## src/rtl/arbiter4_rr_pkg.sv

```systemverilog
// Shared definitions for the 4-way round-robin arbiter: FSM encoding,
// requester count and the default hold limit.
package arbiter4_rr_pkg;

  localparam int NUM_REQ          = 4;
  localparam int MAX_HOLD_DEFAULT = 8;

  typedef enum logic {
    ST_IDLE  = 1'b0,
    ST_GRANT = 1'b1
  } arb_state_t;

endpackage : arbiter4_rr_pkg

```

## src/rtl/rr_pick4.sv

```systemverilog
// Combinational round-robin picker: finds the first requester at or after
// last_id+1 (wrapping 3 -> 0) and reports it one-hot and as an index.
module rr_pick4
  import arbiter4_rr_pkg::*;
(
  input  logic [NUM_REQ-1:0] req,
  input  logic [1:0]         last_id,
  output logic [NUM_REQ-1:0] winner,
  output logic [1:0]         winner_id,
  output logic               any
);

  // Candidate index and its request bit, in search order (position 0 is
  // the requester right after the previous holder).
  logic [1:0] cand_id  [NUM_REQ];
  logic       cand_req [NUM_REQ];

  for (genvar gi = 0; gi < NUM_REQ; gi++) begin : g_rot
    assign cand_id[gi]  = last_id + 2'(gi + 1);
    assign cand_req[gi] = req[cand_id[gi]];
  end

  // Lowest search position with a pending request wins.
  always_comb begin
    winner_id = 2'd0;
    any       = 1'b0;
    for (int k = NUM_REQ - 1; k >= 0; k--) begin
      if (cand_req[k]) begin
        winner_id = cand_id[k];
        any       = 1'b1;
      end
    end
    winner = any ? (4'b0001 << winner_id) : 4'b0000;
  end

endmodule : rr_pick4

```

## src/rtl/arbiter4_rr.sv

```systemverilog
// Four-requester round-robin arbiter with a bounded hold time. A grant is
// held until done, until the holder drops its request, or until MAX_HOLD
// cycles have elapsed; every release is followed by one idle cycle.
module arbiter4_rr
  import arbiter4_rr_pkg::*;
#(
  parameter int MAX_HOLD = MAX_HOLD_DEFAULT
) (
  input  logic                clk,
  input  logic                rst_n,
  input  logic [NUM_REQ-1:0]  req,
  input  logic                done,
  output logic [NUM_REQ-1:0]  grant,
  output logic [1:0]          grant_id,
  output logic                busy,
  output logic                timeout
);

  // Wide enough for MAX_HOLD-1 over the whole legal range 2..255.
  localparam int CNT_W = (MAX_HOLD > 2) ? $clog2(MAX_HOLD) : 1;
  localparam logic [CNT_W-1:0] HOLD_LAST = CNT_W'(MAX_HOLD - 1);

  arb_state_t         state_q, state_d;
  logic [NUM_REQ-1:0] grant_q, grant_d;
  logic [1:0]         grant_id_q, grant_id_d;
  logic               busy_q, busy_d;
  logic               timeout_q, timeout_d;
  logic [CNT_W-1:0]   hold_cnt_q, hold_cnt_d;
  logic [1:0]         last_id_q, last_id_d;

  logic [NUM_REQ-1:0] pick_winner;
  logic [1:0]         pick_id;
  logic               pick_any;

  rr_pick4 u_pick (
    .req       (req),
    .last_id   (last_id_q),
    .winner    (pick_winner),
    .winner_id (pick_id),
    .any       (pick_any)
  );

  logic rel_done, rel_drop, rel_expire;

  // Next-state and output computation for the IDLE/GRANT machine.
  always_comb begin
    state_d    = state_q;
    grant_d    = grant_q;
    grant_id_d = grant_id_q;
    busy_d     = busy_q;
    timeout_d  = 1'b0;
    hold_cnt_d = hold_cnt_q;
    last_id_d  = last_id_q;
    rel_done   = done;
    rel_drop   = ~req[grant_id_q];
    rel_expire = (hold_cnt_q == HOLD_LAST);

    unique case (state_q)
      ST_IDLE: begin
        hold_cnt_d = '0;
        if (pick_any) begin
          state_d    = ST_GRANT;
          grant_d    = pick_winner;
          grant_id_d = pick_id;
          busy_d     = 1'b1;
        end
      end
      ST_GRANT: begin
        if (rel_done || rel_drop || rel_expire) begin
          state_d    = ST_IDLE;
          grant_d    = '0;
          grant_id_d = 2'd0;
          busy_d     = 1'b0;
          hold_cnt_d = '0;
          last_id_d  = grant_id_q;
          // Flag only a pure expiry; a coinciding done or drop is a normal release.
          timeout_d  = rel_expire && !rel_done && !rel_drop;
        end else begin
          hold_cnt_d = hold_cnt_q + 1'b1;
        end
      end
      default: state_d = ST_IDLE;
    endcase
  end

  // State and output registers; reset clears everything and points last_id at 3.
  always_ff @(posedge clk or negedge rst_n) begin
    if (!rst_n) begin
      state_q    <= ST_IDLE;
      grant_q    <= '0;
      grant_id_q <= 2'd0;
      busy_q     <= 1'b0;
      timeout_q  <= 1'b0;
      hold_cnt_q <= '0;
      last_id_q  <= 2'd3;
    end else begin
      state_q    <= state_d;
      grant_q    <= grant_d;
      grant_id_q <= grant_id_d;
      busy_q     <= busy_d;
      timeout_q  <= timeout_d;
      hold_cnt_q <= hold_cnt_d;
      last_id_q  <= last_id_d;
    end
  end

  assign grant    = grant_q;
  assign grant_id = grant_id_q;
  assign busy     = busy_q;
  assign timeout  = timeout_q;

endmodule : arbiter4_rr

```

## config.mk

```make
export PLATFORM = sky130hd
export DESIGN_NAME = arbiter4_rr
export DESIGN_NICKNAME = d
export VERILOG_FILES = /design/src/rtl/arbiter4_rr_pkg.sv /design/src/rtl/rr_pick4.sv /design/src/rtl/arbiter4_rr.sv
export SDC_FILE = /design/constraint.sdc
export NUM_CORES = 1
export LEC_CHECK = 0
export ABC_AREA = 1
export CAP_MARGIN = 20
export CORE_ASPECT_RATIO = 0.8
export CORE_UTILIZATION = 40
export CTS_CLUSTER_SIZE = 24
export DETAILED_ROUTE_END_ITERATION = 16
export PLACE_DENSITY = 0.66
export SETUP_SLACK_MARGIN = 0.02
export SYNTH_ARGS = -nofsm -noshare
export SYNTH_HDL_FRONTEND = slang
export SYNTH_SLANG_ARGS = --single-unit
```

## constraint.sdc

```tcl
create_clock -name clk -period 1.55 [get_ports clk]
set_clock_uncertainty 0.1 [all_clocks]
set_input_delay 0.155 -clock clk [delete_from_list [all_inputs] [get_ports clk]]
set_output_delay 0.155 -clock clk [all_outputs]
set_load 0.01 [all_outputs]
```

# Word-level counts from Yosys, hierarchy flattened
# Cells that the tools add are included.
[classes]
n_addsub = 4
magnitude_cmp = 5
eq_ne = 3
shifts = 1
mux = 34
bitwise_logic = 2
reduce_logical = 7
[op_table]
columns = ["cell", "n"]
rows = [
  ["< comparator 2 x 3 -> 1 bit, second input constant", 5],
  ["2-to-1 mux 1 bit", 15],
  ["2-to-1 mux 2 bit", 6],
  ["binary-select mux 1 bit (select 2 bit)", 5],
  ["2-to-1 mux 4 bit", 2],
  ["case mux 4 bit (2 select lines)", 1],
  ["case mux 3 bit (2 select lines)", 1],
  ["adder 2 bit, second input constant", 2],
  ["case mux 1 bit (2 select lines)", 2],
  ["case mux 2 bit (2 select lines)", 1],
  ["AND reduction 2 bit", 2],
  ["left shift 1 x 2 -> 4 bit, first input constant", 1],
  ["adder 3 x 1 -> 3 bit, second input constant", 1],
  ["equality test 3 bit, second input constant", 1],
  ["2-to-1 mux 3 bit", 1],
  ["adder 2 x 1 -> 2 bit, second input constant", 1],
  ["logical AND 1 bit", 2],
  ["logical OR 1 bit", 2],
  ["!= test 2 x 1 -> 1 bit, second input constant", 1],
  ["!= test 2 bit, second input constant", 1],
  ["NOT 1 bit", 2],
  ["logical NOT 1 bit", 1],
]
[totals]
reg_bits = 14
in_bits = 7
out_inout_bits = 8
word_cells = 63

# Depth between registers and ports, before layout
# Gate-level depths: netlist of the first run.
[depth]
ltp_word = 9
depth_mapped = 12
ltp_nobuf = 11

# Modules after synthesis
# From an unflattened synthesis of the first run, not the netlist that was laid out.
[unflattened]
cells_unflattened = 129
area_unflattened_um2 = 914.6
[modules_own_cells]
columns = ["module", "n_inst", "cells_each", "area_per_inst_um2"]
rows = [
  ["arbiter4_rr", 1, 70, 615.6],
  ["rr_pick4", 1, 59, 299.0],
]

# Worst setup path before layout of the first run
# No wires, ideal clock.
[synth_timing]
path_type = "register -> register"
start = "register last_id_q[0]"
end = "register grant_id_q[1] (netlist: grant_id[1])"
setup_time_ns = 0.121
t_arrival_ns = 1.293
required_ns = 1.329
slack_ns = 0.036
path_stages_with_launch = 10
path_buffers = 1
cell_sequence = "dfstp_2 -> buf_6 -> inv_4 -> nand2_1 -> nand2_1 -> and2_4 -> a21oi_2 -> inv_2 -> nand2_1 -> o21ai_1"
[synth_via]
elab_chain_len = 8
elab_cells_between_ends = 23
[synth_rtl]
columns = ["element", "line_no", "rtl"]
rows = [
  ["from (decl)", "arbiter4_rr.sv:29", "logic [1:0] last_id_q, last_id_d;"],
  ["from (signal assigned)", "arbiter4_rr.sv:103", "last_id_q <= last_id_d;"],
  ["adder 2 bit / binary-select mux 1 bit (select 2 bit) (equally long branches)", "rr_pick4.sv:19, rr_pick4.sv:20", ""],
  ["binary-select mux 1 bit (select 2 bit) / 2-to-1 mux 1 bit (equally long branches)", "rr_pick4.sv:20", "assign cand_req[gi] = req[cand_id[gi]];"],
  ["2-to-1 mux 1 bit (not written as such) (tied with other cells)", "rr_pick4.sv:20", ""],
  ["2-to-1 mux 2 bit / 2-to-1 mux 1 bit (equally long branches) (3 in a row)", "rr_pick4.sv:28", "if (cand_req[k]) begin"],
  ["2-to-1 mux 2 bit / != test 2 bit (equally long branches)", "-", ""],
  ["case mux 2 bit (2 select lines) / AND reduction 2 bit (equally long branches)", "-", ""],
  ["to (signal assigned)", "arbiter4_rr.sv:99", "grant_id_q <= grant_id_d;"],
  ["to (decl)", "arbiter4_rr.sv:25", "logic [1:0] grant_id_q, grant_id_d;"],
]
# Parallel ways exist; a longest one is shown, timed or not. The select of a mux whose other input is x is not followed.
# A chain may end at the register's enable or synchronous reset.

# Worst setup path in the final report of the first run
[layout_timing]
start = "register last_id_q[0]"
end = "register state_q"
[layout_via]
elab_chain_len = 8
elab_cells_between_ends = 17
[layout_rtl]
columns = ["element", "line_no", "rtl"]
rows = [
  ["adder 2 bit / binary-select mux 1 bit (select 2 bit) (equally long branches)", "rr_pick4.sv:19, rr_pick4.sv:20", ""],
  ["binary-select mux 1 bit (select 2 bit) / 2-to-1 mux 1 bit (equally long branches)", "rr_pick4.sv:20", ""],
  ["2-to-1 mux 1 bit, on equally long branches", "rr_pick4.sv:20, rr_pick4.sv:28", ""],
  ["2-to-1 mux 1 bit (2 in a row)", "rr_pick4.sv:28", ""],
  ["2-to-1 mux 1 bit (*)", "rr_pick4.sv:28", ""],
  ["2-to-1 mux 1 bit (*)", "arbiter4_rr.sv:61", "if (pick_any) begin"],
  ["case mux 1 bit (2 select lines) (*)", "arbiter4_rr.sv:58", "unique case (state_q)"],
  ["via state_d", "arbiter4_rr.sv:23", "arb_state_t state_q, state_d;"],
  ["to (signal assigned)", "arbiter4_rr.sv:97", "state_q <= state_d;"],
  ["to (decl)", "arbiter4_rr.sv:23", ""],
]
# Mark *: on every way through the listed nets, which the timed path passes. The rest lies on a longest branch. The select of a mux whose other input is x is not followed.

==> flow_metrics.py, run 1 <==
metrics = {
    "run_status": {
        "status": "finished with violations",
        "failed_checks": "setup timing",
    },
    "power_and_ir_drop": {
        "p_total_uw": 2264,
        "p_leak_uw": 0.0006039,
        "ir_drop_uv": 1124,
        "p_per_area_nw_per_um2": 1929,
    },
    "place": {
        "dpl.hpwl_um": 1359,
        "port_buffers": 14,
        "place_area_sq_um": 1018,
        "pre_cts_slack_ps": -112.3,
        "gp_congestion": 0.8604,
    },
    "grt": {
        "grt_max_degree": 15,
        "grt_use_total_pct": 19.62,
        "antenna_found_initial": 0,
        "gr-total-overflow": 0,
        "grt_pass1_vias": 737,
        "grt_pass1_wl_um": 3111,
    },
    "route": {
        "dr.pass1.iters": 4,
        "wl_met2_um": 891,
        "viasPerCell": 4.834,
        "wl_met1_um": 885,
        "ant_nets": 0,
        "routed_wl_um": 1863,
        "drc": 0,
        "wl_met3_um": 63,
        "wl_per_cell_um": 11.43,
        "top_layer": "met4",
        "drt_iter0_drc": 7,
        "via_count": 788,
    },
    "die": {
        "die-area_sq_um": 2202,
        "rows": 14,
        "fp.coreArea_sq_um": 1892,
        "io_pins": 15,
        "chipHeight_um": 42.18,
        "initial_core_util_pct": 42.66,
        "die_w_um": 52.22,
    },
    "run": {
        "cap_viol_max_count": 0,
    },
    "setup_path": {
        "required_ps": 1660,
        "critical_path.max_fanout": 8,
        "regToRegSetupSlack_ps": -80,
        "crit_chain": "inv_4, nand2_2, nand2_1, and2_4, a21oi_4, inv_4, buf_4, nand2_1",
        "worst-path-buf-inv": 3,
        "critical_path.slowest_cell": "dfstp_2",
        "critPathTopFamily": "flip-flops",
        "endpoint_kind": "register",
        "critPathKind": "reg -> reg",
        "critPathMaxStageDelay_ps": 630,
        "arrival_ps": 1740,
        "worstSetupStartpointType": "register",
    },
    "synth": {
        "synth_area_per_cell_sq_um": 7.270,
        "synth_cells": 111,
        "yosys_warnings": 0,
        "ys_seq_elements": 14,
        "syn-cell-area_sq_um": 807.0,
        "synth_cell_types": 20,
        "ys_seq_area_share_pct": 43.72,
        "syn_nets": 120,
    },
    "sta": {
        "worst_slack_ps": -80.54,
        "fin_crit_sh_pct": 105.2,
        "hold_viol": 0,
        "rsz0062_at_grt": "yes",
        "slew_viol_final": 0,
        "setup_violations": 7,
        "fmax_mhz": 613.3,
        "tns_ps": -486.2,
        "slew_headroom_pct": 84.24,
        "worstMarginPinSlew_ps": 236.4,
        "min_period_ps": 1631,
    },
    "clock_tree": {
        "cts_buffers": 3,
        "cts-hold-fix-buffers": 0,
        "clock_path_buffers": 2,
        "cts-root-buf": "clkbuf_4",
        "clock_sinks": 14,
        "cts_max_level": 1,
        "clk_pin_slew_worst_paths_ps": 90,
        "cts_tree": "yes",
        "clkLatencyLatePin_ps": 290,
    },
    "cells_and_area": {
        "utilization_pct": 62.04,
        "n_antenna_cell": 0,
        "areaGrowthSynthToFinish_pct": 45.43,
        "final_area_sq_um": 1174,
        "final_layout_size_suffix_gt1_share_pct": 35.25,
        "nets": 149,
    },
    "worst_hold_path": {
        "hp-class": "in -> async",
    },
}
report_power, final:
group | leakage (uW) | total [uW] | switching, uW | internal [uW]
clock network | 0.0000150 | 219 | 119 | 99.9
registers | 0.000177 | 615 | 115 | 500
logic | 0.000412 | 1430 | 809 | 621
routing by layer:
metal,track usage (%),vias up
li1,-,402
met1,26.33,370
met2,29.74,12
met3,6.522,4
met4,6.316,0
met5,0,-
state kept, by name (all words and copies together), names as in the netlist:
register    flops
busy            1
grant           4
grant_id        2
hold_cnt_q      3
state_q         1
timeout         1
last_id_q       2
cells in the final DEF (no fill, tap or decap), drive strengths merged:
master / netlist / routed
nand2: 43 / 43
inv: 18 / 18
nand3: 14 / 14
clkdlybuf4s50: 0 / 13
dfrtp: 12 / 12
buf: 1 / 11
o21ai: 8 / 8
nor2: 6 / 6
clkbuf: 0 / 4
ha: 2 / 2
dfstp: 2 / 2
a21oi: 2 / 2
o211ai: 1 / 1
nand4: 1 / 1
and2: 1 / 1
dlymetal6s2s: 0 / 1
per-stage QoR:
stage / instances / hold slack (ps)
finish: 163 / 71.23
global route: 163 / 79.05
CTS: 163 / 84.43
detailed placement: 155 / 328.5
global placement: 155 / 327.0
floorplan: 111 / -240.6
kinds of logic (layout without fill, tap and decap cells):
family          Yosys count  in the layout  synth area share (%)
compound gates           11             11                 8.526
fa+ha+maj                 2              2                 3.100
buf+inv                  19             47                 10.08
flops                    14             14                 43.72
simple gates             65             65                 34.57
final timing paths:
kind                                  to     startpoint  depth (start not counted)
min in group clk           hold_cnt_q[0]  hold_cnt_q[0]                          1
max reg2reg                      state_q   last_id_q[0]                          8
max                              state_q   last_id_q[0]                          8
min reg2reg                hold_cnt_q[0]  hold_cnt_q[0]                          1
max in group asynchronous   last_id_q[1]          rst_n                          2
min                             grant[2]          rst_n                          2
cell usage after synthesis:
| cell type | n | share of area (%) |
|---|---|---|
| ha_1 | 2 | 3.1 |
| and2_4 | 1 | 1.1 |
| inv_4 | 1 | 0.78 |
| o21ai_1 | 3 | 1.9 |
| a21oi_1 | 1 | 0.62 |
| buf_6 | 1 | 1.4 |
| o21ai_2 | 2 | 2.2 |
| nand3_1 | 13 | 8.1 |
| nand2_1 | 41 | 19 |
| nand3_2 | 1 | 1.2 |
| o211ai_1 | 1 | 0.93 |
| nand4_1 | 1 | 0.78 |
| a21oi_2 | 1 | 1.1 |
| dfstp_2 | 2 | 6.5 |
| dfrtp_1 | 12 | 37 |
| nor2_1 | 6 | 2.8 |
| o21ai_0 | 3 | 1.9 |
| inv_1 | 15 | 7.0 |
| inv_2 | 2 | 0.93 |
| nand2_2 | 2 | 1.6 |
cell type report:
cell class,count,area [sq um]
multi-input cells,78,462.9
well taps,24,30.03
inverters,18,72.57
flip-flops and latches,14,352.8
fillers,169,718.2
repair buffers,25,229.0
clock buffers,4,26.28
what timing repair did:
action / in CTS / in global routing
gates resized for setup: 17 / 14
pin swaps: 6 / 5
endpoints found under the setup margin: 8 / 11
buffers inserted: 4 / 0
Note: power is estimated with default switching activity, not from simulation.
==> inputs of run 2 (changes only) <==
--- a/config.mk
+++ b/config.mk
@@ -11,6 +11,7 @@
 export CORE_UTILIZATION = 40
 export CTS_CLUSTER_SIZE = 24
 export DETAILED_ROUTE_END_ITERATION = 16
+export HOLD_SLACK_MARGIN = 0.05
 export PLACE_DENSITY = 0.66
 export SETUP_SLACK_MARGIN = 0.02
 export SYNTH_ARGS = -nofsm -noshare
==> results of run 2 <==
No change in the layout: final DEF, timing and power equal those of run 1.
